<file path="src/rtl/clock_ratio_meter.sv">
// clock_ratio_meter
// Measures a slow periodic signal (typically a divided clock) in system-clock
// cycles. It reports the high time, low time and period of the last completed
// period, flags lock when two consecutive periods match, and flags a stuck
// signal when no edge arrives for timeout_value cycles.
//
// Ports:
//   clk          system clock, all logic on posedge
//   rst          synchronous active-high reset
//   sig_in       signal under measurement, asynchronous to clk
//   high_count   cycles high in the last completed period
//   low_count    cycles low in the last completed period
//   period_count high_count + low_count of the last completed period
//   meas_valid   one-cycle pulse when the counts update
//   locked       two consecutive periods had identical length
//   stuck        no edge seen for timeout_value cycles
module clock_ratio_meter #(
    parameter int cnt_width     = 16,
    parameter int timeout_value = 65535,
    parameter int sync_stages   = 2
) (
    input  logic                 clk,
    input  logic                 rst,
    input  logic                 sig_in,
    output logic [cnt_width-1:0] high_count,
    output logic [cnt_width-1:0] low_count,
    output logic [cnt_width:0]   period_count,
    output logic                 meas_valid,
    output logic                 locked,
    output logic                 stuck
);

    localparam logic [cnt_width-1:0] CNT_MAX = '1;
    localparam logic [cnt_width-1:0] TIMEOUT = cnt_width'(timeout_value);
    localparam int                   WARM_W  = $clog2(sync_stages + 2);
    localparam logic [WARM_W-1:0]    WARM_DONE = WARM_W'(sync_stages + 1);

    typedef enum logic [1:0] {IDLE, HIGH, LOW} state_t;

    state_t               state, next_state;
    logic [sync_stages-1:0] sync_q;
    logic                 sig_s, prev;
    logic [WARM_W-1:0]    warm;
    logic [cnt_width-1:0] counter;
    logic [cnt_width:0]   prev_period;
    logic [cnt_width:0]   new_period;
    logic                 unmasked, rise, fall, edge_any, timeout_hit;
    logic                 cap_high, cap_low;

    assign sig_s = sync_q[sync_stages-1];

    // Edges are ignored until the synchronizer and prev flop hold real
    // samples, so a level present through reset is not seen as an edge.
    assign unmasked    = (warm == WARM_DONE);
    assign rise        = unmasked & sig_s & ~prev;
    assign fall        = unmasked & ~sig_s & prev;
    assign edge_any    = rise | fall;
    // An edge on the timeout cycle wins: the timeout only fires edge-free.
    assign timeout_hit = ~edge_any & (counter == TIMEOUT);

    // On the closing rise the counter holds the low time of this period.
    assign new_period  = {1'b0, high_count} + {1'b0, counter};

    // State register
    always_ff @(posedge clk) begin
        if (rst) state <= IDLE;
        else     state <= next_state;
    end

    // Next-state logic
    always_comb begin
        next_state = state;
        if (timeout_hit) begin
            next_state = IDLE;
        end else begin
            case (state)
                IDLE:    if (rise) next_state = HIGH;
                HIGH:    if (fall) next_state = LOW;
                LOW:     if (rise) next_state = HIGH;
                default: next_state = IDLE;
            endcase
        end
    end

    // Output decode: capture strobes for the measurement registers
    always_comb begin
        cap_high = 1'b0;
        cap_low  = 1'b0;
        case (state)
            HIGH:    cap_high = fall;
            LOW:     cap_low  = rise;
            default: ;
        endcase
    end

    // Synchronizer, edge history and warm-up
    always_ff @(posedge clk) begin
        if (rst) begin
            sync_q <= '0;
            prev   <= 1'b0;
            warm   <= '0;
        end else begin
            sync_q <= {sync_q[sync_stages-2:0], sig_in};
            prev   <= sig_s;
            if (!unmasked) warm <= warm + WARM_W'(1);
        end
    end

    // Edge-to-edge counter and measurement registers
    always_ff @(posedge clk) begin
        if (rst) begin
            counter      <= '0;
            high_count   <= '0;
            low_count    <= '0;
            period_count <= '0;
            prev_period  <= '0;
            meas_valid   <= 1'b0;
            locked       <= 1'b0;
            stuck        <= 1'b0;
        end else begin
            if (edge_any)                counter <= cnt_width'(1);
            else if (counter != CNT_MAX) counter <= counter + cnt_width'(1);

            meas_valid <= cap_low;

            if (cap_high) high_count <= counter;

            if (cap_low) begin
                low_count    <= counter;
                period_count <= new_period;
                prev_period  <= new_period;
                // prev_period is zero after reset or timeout, so the first
                // period seen from IDLE can never claim lock.
                locked       <= (new_period == prev_period) && (prev_period != '0);
            end

            if (timeout_hit) begin
                stuck       <= 1'b1;
                locked      <= 1'b0;
                prev_period <= '0;
            end else if (edge_any) begin
                stuck <= 1'b0;
            end
        end
    end

endmodule

</file>
<file path="config.mk">
export PLATFORM = sky130hd
export DESIGN_NAME = clock_ratio_meter
export DESIGN_NICKNAME = d
export VERILOG_FILES = /design/src/rtl/clock_ratio_meter.sv
export SDC_FILE = /design/constraint.sdc
export NUM_CORES = 1
export LEC_CHECK = 0
export CORE_UTILIZATION = 25
export DETAILED_ROUTE_END_ITERATION = 10
export PLACE_DENSITY = 0.46
export REMOVE_ABC_BUFFERS = 1
export SLEW_MARGIN = 20
export SYNTH_ARGS = -nofsm -noshare
export SYNTH_HDL_FRONTEND = slang
export SYNTH_SLANG_ARGS = --single-unit
</file>
<file path="constraint.sdc">
create_clock -name clk -period 3.45 [get_ports clk]
set_clock_uncertainty 0.15 [all_clocks]
set_input_delay 0.69 -clock clk [delete_from_list [all_inputs] [get_ports clk]]
set_output_delay 0.69 -clock clk [all_outputs]
set_load 0.01 [all_outputs]
</file>
==> flow_summary_export.csv <==
group,metric,value,unit
timing,whs,0.302,ns
clock_tree,ctsResizeCount,0,
clock_tree,h-tree-depth,3,
finish,layout_common_cells,"92 x dfxtp_1, 85 x nand2_1, 67 x nor2_1",
critical_path,critical_path_depth,11,
critical_path,r2r_cells,11,
routing,drtAntennaViolNets,0,
finish,final_common_cell,"dfxtp_1",
clock_tree,cts_tree,"done",
critical_path,cpPeakStageDelay,0.49,ns
timing,hold_viol,0,
clock_tree,ctsHoldBuffers,0,
global_routing,first_global_vias,3867,
critical_path,path_class,"reg2reg",
logic_synthesis,ys_async_sr_fraction,0,%
logic_synthesis,yosys_warnings,0,
die,num_io_pins,55,
critical_path,worstPathCellList,"ha_1 -> inv_1 -> fa_1 -> xnor2_1 -> a211o_1 -> a211oi_1 -> o311a_1 -> nand4_1 -> nor4_2 -> nand4_1 -> o21ai_1",
timing,rsz0062_at_grt,"false",
die,die-area,0.0196,sq mm
die,dieWidth,140,um
routing,routed_wl,12600,um
timing,finalSetupViolations,0,
logic_synthesis,synth_area,0.00477,sq mm
global_routing,antenna_found_initial,0,
die,initial_core_util,25.5,%
hold_path,hold_path_class,"reg2reg",
timing,worst_slew_pin_slew,0.601,ns
logic_synthesis,synth-edff-count,0,
clock_tree,clk_latency,0.36,ns
finish,multi_input_area,0.00271,sq mm
critical_path,crit_path_end,"locked$_SDFFE_PP0P_",
global_routing,grt_start_max_net_pins,48,
critical_path,cp-start-kind,"flip-flop",
logic_synthesis,syn_inst,563,
routing,avgViaCountPerCell,4.77,
routing,wl_per_cell,15.0,um
finish,final_nets,623,
logic_synthesis,ys_seq_area_share,38.6,%
timing,finalCritPeriodShare,81.2,%
finish,n_antenna_cell,0,
place,io_buffers,54,
clock_tree,cts_sinks,92,
routing,drtIter0Drc,168,
routing,firstDrtPassIters,4,
critical_path,cp_max_fo,7,
critical_path,timing.rr.start,"counter[0]$_SDFFE_PP0N_",
finish,drive_gt1_share,7.44,%
power_and_ir_drop,p_leak,2.08,nW
critical_path,r2r_end,"locked$_SDFFE_PP0P_",
finish,fill_cells,1964,
critical_path,cp_top_family,"compound AO/OA/AOI/OAI gates",
critical_path,cpMaxStageDelayCell,"fa_1",
logic_synthesis,ys_types,69,
outcome,status,"finished clean",
logic_synthesis,synth.avg_cell_area,8.47,sq um
timing,fin_crit,2.80,ns
critical_path,required,3.59,ns
finish,seqCellArea,0.00184,sq mm
critical_path,crit_path_end_kind,"flip-flop",
timing,relSlewSlack,59.9,%
power_and_ir_drop,peakVddDrop,0.241,mV
power_and_ir_drop,power_density,386,mW/mm^2
critical_path,critical_path_buf_inv_count,1,
critical_path,reg2reg_slack,0.65,ns
clock_tree,cts-root-buf,"clkbuf_16",
die,fp.dieH,140,um
die,fp.coreArea,0.0187,sq mm
place,gp_congestion,0.865,
timing,finalMaxSlewViolations,0,
clock_tree,clk_pin_slew,0.06,ns
finish,synthToLayoutAreaGrowth,21.1,%
flow_run,max_cap_violations,0,
critical_path,critical_path.startpoint,"counter[0]$_SDFFE_PP0N_",
routing,vias,4003,
clock_tree,cts_setup_buffers,0,
clock_tree,cts_buffer_depth,2,
critical_path,cp.arrival,2.94,ns
global_routing,grt_overflow,0,
global_routing,track_usage,13.3,%
routing,drc,0,
place,post-dp-hpwl,9150,um
global_routing,grt_first_pass_wirelength,20300,um
clock_tree,cts_made_buffers,9,
logic_synthesis,ys.flop_type,"dfxtp_1",
logic_synthesis,ys_ff_latch,92,
die,rows,50,
critical_path,crit_top_cell,"nand4_1",
timing,clock.fmax,0.357,GHz
timing,tns,0,ns
cell type report:
cell class / instances / area share (%)
inverters: 9 / 0.585
flip-flops and latches: 92 / 31.9
well taps: 234 / 5.07
clock buffers: 11 / 4.20
clock inverters: 4 / 1.28
multi-input cells: 429 / 46.9
repair buffers: 60 / 10.0
power breakdown:
part / switching [W] / leakage, nW / internal, W
Clock: 0.000418 / 0.156 / 0.000650
Sequential: 0.0000126 / 0.742 / 0.00107
Combinational: 0.0000470 / 1.18 / 0.0000276
metrics by stage:
| stage | std cells | utilization (%) | worst slack, ns | cell area [sq um] | total power [W] |
|---|---|---|---|---|---|
| final | 839 | 30.9 | 0.650 | 5780 | 0.00223 |
| after global routing | 839 | 30.9 | 0.398 | 5780 | 0.00232 |
| after CTS | 839 | 30.9 | 0.637 | 5780 | 0.00226 |
| after detailed placement | 824 | 29.2 | 0.655 | 5460 | 0.00119 |
| after global placement | 824 | 29.2 | 0.719 | 5460 | 0.00118 |
| after floorplan | 530 | - | 0.394 | 4580 | 0.00115 |
cell usage after synthesis (9+ instances only):
| master | count | area, sq um |
|---|---|---|
| xor2_1 | 21 | 184 |
| clkbuf_1 | 12 | 45.0 |
| and3_1 | 10 | 62.6 |
| inv_1 | 9 | 33.8 |
| ha_1 | 18 | 225 |
| buf_2 | 10 | 50.1 |
| mux2i_1 | 22 | 220 |
| a21oi_1 | 66 | 330 |
| nand2_1 | 85 | 319 |
| nand3_1 | 11 | 55.1 |
| nor2_1 | 67 | 251 |
| xnor2_1 | 17 | 149 |
| dfxtp_1 | 92 | 1840 |
how the worst min path moves through the flow:
stage | from | to | slack (ns) | cells after the start
detailed placement | period_count[16]$_SDFFE_PP0P_ | period_count[16]$_SDFFE_PP0P_ | 0.30 | 2
global placement | period_count[8]$_SDFFE_PP0P_ | period_count[8]$_SDFFE_PP0P_ | 0.30 | 2
global route | period_count[2]$_SDFFE_PP0P_ | period_count[2]$_SDFFE_PP0P_ | 0.32 | 2
floorplan | sync_q[0]$_SDFF_PP0_ | sync_q[1]$_SDFF_PP0_ | 0.26 | 1
finish | period_count[16]$_SDFFE_PP0P_ | period_count[16]$_SDFFE_PP0P_ | 0.30 | 2
CTS | period_count[16]$_SDFFE_PP0P_ | period_count[16]$_SDFFE_PP0P_ | 0.31 | 2
flip-flops by register name, indices dropped and copies added (netlist names), 2 cells and up:
register	cells
counter	16
warm	2
state	2
prev_period	17
high_count	16
period_count	17
low_count	16
sync_q	2
tightest hold or removal path, cell delays in order, from the launching register on:
cell     delay, ns
dfxtp_1       0.31
nand2_1       0.05
a21oi_1       0.05
logic make-up (layout without fill, tap and decap cells):
logic type	Yosys count	after routing	synth area share [%]
XOR/XNOR	39	39	7.45
flip-flops	92	92	38.6
AO/OA/AOI/OAI	127	127	17.9
adder cells (fa/ha/maj)	19	19	5.14
buffers and inverters	42	84	4.77
AND/OR/NAND/NOR	221	221	21.2
multiplexers	23	23	4.85
routing by layer:
metal	routed length, um	GRT usage, %	vias up
met5	0	0	-
met1	6070	16.9	1900
met2	5710	21.2	63
li1	-	-	2027
met3	478	3.32	13
met4	301	5.90	0
Power figures use the tool's default switching activity.
